$ cat config.mk
export PLATFORM = sky130hd
export DESIGN_NAME = seqdiv32
export DESIGN_NICKNAME = d
export VERILOG_FILES = /design/src/rtl/seqdiv32.sv
export SDC_FILE = /design/constraint.sdc
export NUM_CORES = 1
export LEC_CHECK = 0
export BUFFER_PORTS_ARGS = -buffer_cell sky130_fd_sc_hd__buf_2
export CORE_MARGIN = 5
export CORE_UTILIZATION = 42
export CTS_CLUSTER_SIZE = 28
export DETAILED_ROUTE_END_ITERATION = 8
export PLACE_DENSITY = 0.69
export SETUP_SLACK_MARGIN = 0.15
export SLEW_MARGIN = 25
export SYNTH_ARGS = -nofsm -noshare
export SYNTH_HDL_FRONTEND = slang
export SYNTH_SLANG_ARGS = --single-unit
export TNS_END_PERCENT = 10
$ cat constraint.sdc
create_clock -name clock -period 3.6 [get_ports clock]
set_input_delay 0.72 -clock clock [delete_from_list [all_inputs] [get_ports clock]]
set_output_delay 0.72 -clock clock [all_outputs]
set_load 0.01 [all_outputs]
$ cat src/rtl/seqdiv32.sv
// Sequential 32-bit signed radix-2 restoring divider: one quotient bit per clock, 34-cycle latency.
// Optional signed remainder output enabled by defining SEQDIV32_REMAINDER_EN.
module seqdiv32 (
    input  logic        clock,
    input  logic        reset_n,
    input  logic [31:0] A_in,
    input  logic [31:0] B_in,
    input  logic        ctrl_DIV,
    output logic [31:0] out,
    output logic        ready,
    output logic        exception
`ifdef SEQDIV32_REMAINDER_EN
    ,
    output logic [31:0] remainder
`endif
);

    localparam int unsigned W   = 32;
    localparam int unsigned CW  = 5;

    typedef enum logic [1:0] {
        S_IDLE = 2'd0,
        S_RUN  = 2'd1,
        S_FIX  = 2'd2,
        S_DONE = 2'd3
    } state_t;

    state_t          r_state;
    logic [CW-1:0]   r_cnt;
    logic [W-1:0]    r_q;
    logic [W-1:0]    r_rem;
    logic [W-1:0]    r_bmag;
    logic            r_sa;
    logic            r_sb;
    logic [W-1:0]    r_out;
    logic            r_exc;
    logic            r_ready;
`ifdef SEQDIV32_REMAINDER_EN
    logic [W-1:0]    r_rem_out;
`endif

    logic [W-1:0]    w_amag;
    logic [W-1:0]    w_bmag;
    logic [W:0]      w_rem_sh;
    logic [W:0]      w_trial;

    // INT_MIN maps to itself, which reads correctly as an unsigned magnitude.
    assign w_amag   = A_in[W-1] ? W'(-A_in) : A_in;
    assign w_bmag   = B_in[W-1] ? W'(-B_in) : B_in;

    // Partial remainder stays below |B| <= 2^31, so the shifted value never needs more than 33 bits.
    assign w_rem_sh = {r_rem, r_q[W-1]};
    assign w_trial  = w_rem_sh - {1'b0, r_bmag};

    always_ff @(posedge clock or negedge reset_n) begin
        if (!reset_n) begin
            r_state   <= S_IDLE;
            r_cnt     <= '0;
            r_q       <= '0;
            r_rem     <= '0;
            r_bmag    <= '0;
            r_sa      <= 1'b0;
            r_sb      <= 1'b0;
            r_out     <= '0;
            r_exc     <= 1'b0;
            r_ready   <= 1'b0;
`ifdef SEQDIV32_REMAINDER_EN
            r_rem_out <= '0;
`endif
        end else begin
            r_ready <= 1'b0;
            // A start strobe wins in every state, silently aborting any division in flight.
            if (ctrl_DIV) begin
                r_sa   <= A_in[W-1];
                r_sb   <= B_in[W-1];
                r_q    <= w_amag;
                r_bmag <= w_bmag;
                r_rem  <= '0;
                r_cnt  <= '0;
                if (B_in == '0) begin
                    r_state   <= S_DONE;
                    r_out     <= '0;
                    r_exc     <= 1'b1;
`ifdef SEQDIV32_REMAINDER_EN
                    r_rem_out <= '0;
`endif
                end else begin
                    r_state <= S_RUN;
                end
            end else begin
                unique case (r_state)
                    S_IDLE: begin
                        r_state <= S_IDLE;
                    end
                    S_RUN: begin
                        r_rem <= w_trial[W] ? w_rem_sh[W-1:0] : w_trial[W-1:0];
                        r_q   <= {r_q[W-2:0], ~w_trial[W]};
                        r_cnt <= r_cnt + CW'(1);
                        if (r_cnt == CW'(W - 1)) begin
                            r_state <= S_FIX;
                        end
                    end
                    S_FIX: begin
                        r_out     <= (r_sa ^ r_sb) ? W'(-r_q) : r_q;
                        r_exc     <= 1'b0;
`ifdef SEQDIV32_REMAINDER_EN
                        r_rem_out <= r_sa ? W'(-r_rem) : r_rem;
`endif
                        r_state   <= S_DONE;
                    end
                    S_DONE: begin
                        r_ready <= 1'b1;
                        r_state <= S_IDLE;
                    end
                    default: begin
                        r_state <= S_IDLE;
                    end
                endcase
            end
        end
    end

    assign out       = r_out;
    assign ready     = r_ready;
    assign exception = r_exc;
`ifdef SEQDIV32_REMAINDER_EN
    assign remainder = r_rem_out;
`endif

endmodule

# Yosys cells after proc, flatten, opt, wreduce, memory -nomap -nowiden
# Index checks and enable logic that the tools add are counted.
[op_classes] muxes=22 reduce_logical=6 addsub=5 bitwise=2 n_eq_ne=6
[op_table] cell="32-bit 2-to-1 mux" n=11
[op_table] cell="32-bit negator" n=3
[op_table] cell="33-bit by 32-bit subtractor with 33-bit output" n=1
[op_table] cell="32-bit logical NOT" n=1
[op_table] cell="5-bit 2-to-1 mux" n=2
[op_table] cell="2-bit 2-to-1 mux" n=3
[op_table] cell="2-bit one-hot mux with 3 select lines" n=1
[op_table] cell="5-bit by 1-bit adder with 5-bit output, second input constant" n=1
[op_table] cell="5-bit equality test, second input constant" n=1
[op_table] cell="1-bit 2-to-1 mux" n=5
[op_table] cell="2-bit equality test, second input constant" n=2
[op_table] cell="2-bit nonzero test" n=2
[op_table] cell="3-bit != test, second input constant" n=1
[op_table] cell="2-bit by 1-bit equality test with 1-bit output, second input constant" n=1
[op_table] cell="2-bit logical NOT" n=1
[op_table] cell="2-bit by 1-bit != test with 1-bit output, second input constant" n=1
[op_table] cell="2-bit AND reduction" n=1
[op_table] cell="2-bit OR reduction" n=1
[op_table] cell="1-bit inverter" n=1
[op_table] cell="1-bit bitwise XOR" n=1
[word_totals] inputBits=67 output_inout_bits=34 regBits=139

# Logic depth before layout (Yosys ltp)
[logic_depth] word_depth=4 depth_mapped=13 ltp_nobuf=12

# Least setup slack after synthesis
# No wires, ideal clock.
[synth_path] kind="input -> register" from="input B_in[6]" to="register r_out[10] (netlist: out[10])" t_arrival_ns=2.990 path_buffers=2 required_ns=3.462 path_slack_ns=0.472 path_stages=9 path_cell_list="or4_4 nor3_4 nand4_1 or2_1 or4_1 buf_2 nor4b_4 buf_6 o22ai_1"
[synth_between] elab_chain_cells=3
[synth_lines] element="start, declared" line="7" source="input logic [31:0] B_in,"
[synth_lines] element="32-bit logical NOT" line="80" source="if (B_in == '0) begin"
[synth_lines] element="2-bit by 1-bit != test with 1-bit output (no source line)"
[synth_lines] element="2-bit AND reduction (no source line)"
[synth_lines] element="end signal, assigned" line="104" source="r_out <= (r_sa ^ r_sb) ? W'(-r_q) : r_q;"
[synth_lines] element="end, declared" line="35" source="logic [W-1:0] r_out;"
# Every way passes these cells.
# A chain may end at the register's enable or synchronous reset.

# Final worst setup path
[layout_path] from="register r_rem[20]" to="register r_rem[7]"
[layout_between] elab_chain_cells=4
[layout_lines] element="start, declared" line="31" source="logic [W-1:0] r_rem;"
[layout_lines] element="start signal, assigned" line="96" source="r_rem <= w_trial[W] ? w_rem_sh[W-1:0] : w_trial[W-1:0];"
[layout_lines] element="33-bit by 32-bit subtractor with 33-bit output" line="53" source="assign w_trial = w_rem_sh - {1'b0, r_bmag};"
[layout_lines] element="32-bit 2-to-1 mux" line="96"
[layout_lines] element="32-bit 2-to-1 mux" line="91" source="unique case (r_state)"
[layout_lines] element="32-bit 2-to-1 mux" line="73" source="if (ctrl_DIV) begin"
# Every way passes these cells. The select of a mux whose other input is x is not followed.

==> flow_summary.toml <==
[die]
io_pins = 101
core-area_um2 = 23330
start_util = 0.4236
die_x_um = 163.4
die-area_um2 = 26700
rows = 56
die_h_um = 163.4

[grt]
grt_overflow = 0
antenna_found_initial = 0
grt.total_usage = 0.1992
grt_pass1_wl_um = 43990
grt_pass1_vias = 8820
grt_max_degree = 166

[logic_synthesis]
synth_cell_types = 71
synth_fa_ha_area_frac = 0.05266
synth-xor-area-share = 0.1001
synthSimpleGateAreaFrac = 0.1700
ys_async_sr_fraction = 1.000
synthesis.area_um2 = 9884
synth-edff-count = 0
synth_top_family_by_area = "compound AO/OA/AOI/OAI gates"
syn_avg_cell_area_um2 = 8.398
synth-seq-cells = 139
synth.mux.area_fraction = 0.03582
synth_compound_area_frac = 0.2380
synth_fp_nets = 1285
ys.flop_type = "dfrtp_1"
syn_inst = 1177
yosysWarnings = 0
synth-seq-area-share = 0.3519

[worst_setup_path]
crit_buf_inv = 1
path_max_fanout = 29
crit_arrival_ns = 3.65
r2r_slack_ns = 0.27
crit_path_end_kind = "flip-flop"
crit_type = "reg2reg"
cp.required_ns = 3.92
slowest_stage = "dfrtp_1"
cp_slowest_stage_delay_ns = 0.41
critPathLaunchType = "flip-flop"
cp_cell_sequence = "ha_1 -> a211oi_2 -> o211ai_1 -> a2111oi_4 -> o211a_1 -> a21boi_2 -> o21ai_2 -> buf_12 -> a211o_1 -> a311oi_2"
path_delay_family = "compound AO/OA/AOI/OAI gates"

[cells_and_area]
final_layout_size_suffix_gt1_frac = 0.1438
area_growth_pct = 15.96
multiInputGateArea_um2 = 5973
n_antenna_cell = 0
seq_area_um2 = 3478
stdcell_count = 1585
fill_cells = 2301
fin_nets = 1361
final_common_cell = "dfrtp_1"
final_cell_mix = "139 x dfrtp_1, 109 x nand2_1, 104 x nor2_1"

[hold_path]
hold_path.class = "in2async"

[routing]
avgViaCountPerCell = 5.720
finalWirelength_um = 26480
final_antenna_net_count = 0
drt_iter0_drc = 747
vias = 9066
wire_per_inst_um = 16.71
drc = 0
first_pass_iters = 5

[timing]
setup_violations = 0
fmax_ghz = 0.3002
skew_ns = 0.01413
period_share = 0.9252
maxSlewHeadroom = 0.4569
tightest_slew_ns = 0.8147
fin_crit_ns = 3.331
setup_tns_ns = 0
rsz0062_at_grt = "no"
drv_slew = 0
hold_viol = 0

[place]
dp_hpwl_um = 18510
place_inst = 1551
finalWeightedCongestion = 0.9169
io_buffers = 100

[cts]
cts_tree = "done"
clkSinkCount = 139
clockBufferDepth = 2
clock_latency_ns = 0.43
cts-root-buf = "clkbuf_16"
clkSlewWorstSetupHoldPaths_ns = 0.07
cts_max_level = 4
holdBufCountCts = 0
cts_made_buffers = 17

[pwr]
leakagePower_nw = 5.219
p_per_area_nw_per_um2 = 708.2
vdd_drop_max_mv = 0.3752

[run]
max_cap_violations = 0

[run_status]
outcome = "completed"
==> metrics by stage <==
| stage | hold slack, ns | util | power, mW | setup WS [ns] | instance area (um2) |
|---|---|---|---|---|---|
| after floorplan | 0.4244 | - | 5.043 | 0.4724 | 9884 |
| after global placement | 0.4560 | 0.4618 | 6.095 | 0.1136 | 10770 |
| after detailed placement | 0.4609 | 0.4618 | 6.179 | 0.05888 | 10770 |
| after CTS | 0.3005 | 0.4884 | 8.045 | 0.1525 | 11390 |
| after global routing | 0.3259 | 0.4913 | 8.699 | 0.1280 | 11460 |
| final | 0.2719 | 0.4913 | 8.117 | 0.2692 | 11460 |
==> cell type report <==
| cell class | count | share of cell area |
|---|---|---|
| tap | 319 | 0.03482 |
| clock inverter | 15 | 0.01659 |
| timing repair buffer | 127 | 0.06757 |
| multi-input combinational | 909 | 0.5211 |
| clock buffer | 17 | 0.03711 |
| inverter | 59 | 0.01932 |
| sequential | 139 | 0.3035 |
==> Yosys cell counts (all sizes together) (5+ instances only) <==
master,n,area (um2)
dfrtp,139,3478
o211ai,7,52.55
or3,13,81.33
nand4,5,31.28
and2,7,43.79
o21ai,83,415.4
a211oi,12,90.09
o22ai,37,231.5
nor2,104,390.4
buf,9,58.80
inv,59,221.5
o31ai,28,210.2
mux2i,32,320.3
nor4,11,68.82
xnor2,50,437.9
a311oi,23,201.4
a21oi,89,445.4
o41ai,11,96.34
or2,5,31.28
nor3,19,111.4
nand3,40,200.2
nand2,110,412.9
xor2,63,551.8
nor2b,13,81.33
or4,12,93.84
and3,9,56.30
clkbuf,61,229.0
ha,40,500.5
a21o,16,120.1
o21a,5,37.54
a31oi,10,62.56
a2111oi,6,58.80
==> metal layers <==
metal | global-route usage | up-vias | part of all wire
met1 | 0.2668 | 4348 | 0.45
met3 | 0.02574 | 38 | 0.047
met2 | 0.3375 | 252 | 0.48
li1 | - | 4428 | -
met4 | 0.05986 | 0 | 0.017
met5 | 0 | - | 0
==> worst paths after layout <==
path / end / startpoint / depth (start not counted)
min: out[20]$_DFFE_PN0P_ / reset_n / 1
max: r_rem[7]$_DFFE_PN0P_ / r_rem[20]$_DFFE_PN0P_ / 10
max reg2reg: r_rem[7]$_DFFE_PN0P_ / r_rem[20]$_DFFE_PN0P_ / 10
min reg2reg: exception$_DFFE_PN0P_ / exception$_DFFE_PN0P_ / 1
max in group asynchronous: r_q[0]$_DFFE_PN0P_ / reset_n / 2
min in group clock: exception$_DFFE_PN0P_ / exception$_DFFE_PN0P_ / 1
==> kinds of logic after synthesis <==
logic type                 Yosys count
AOI/OAI and AO/OA                  364
xor gates and xnor gates           113
adders and majority gates           41
buffers and inverters              129
DFF                                139
muxes                               35
and+or+nand+nor                    356
==> power breakdown <==
part	total [mW]	internal (mW)	leakage (nW)	switching (mW)
logic	3.83	1.58	3.20	2.25
registers	2.46	2.03	1.71	0.434
clock network	1.83	1.01	0.303	0.821
total	8.12	4.61	5.22	3.50
==> repair_timing <==
item	4_1_cts	5_1_grt
pin swaps	0	3
setup buffers	0	2
endpoints found under the setup margin	1	27
gates resized for setup	1	8
==> registers in the layout (all words and copies together) (netlist names) <==
register   count
r_rem         32
r_sb           1
r_cnt          5
out           32
r_q           32
r_sa           1
r_bmag        32
exception      1
r_state        2
ready          1
Power figures use the tool's default switching activity.
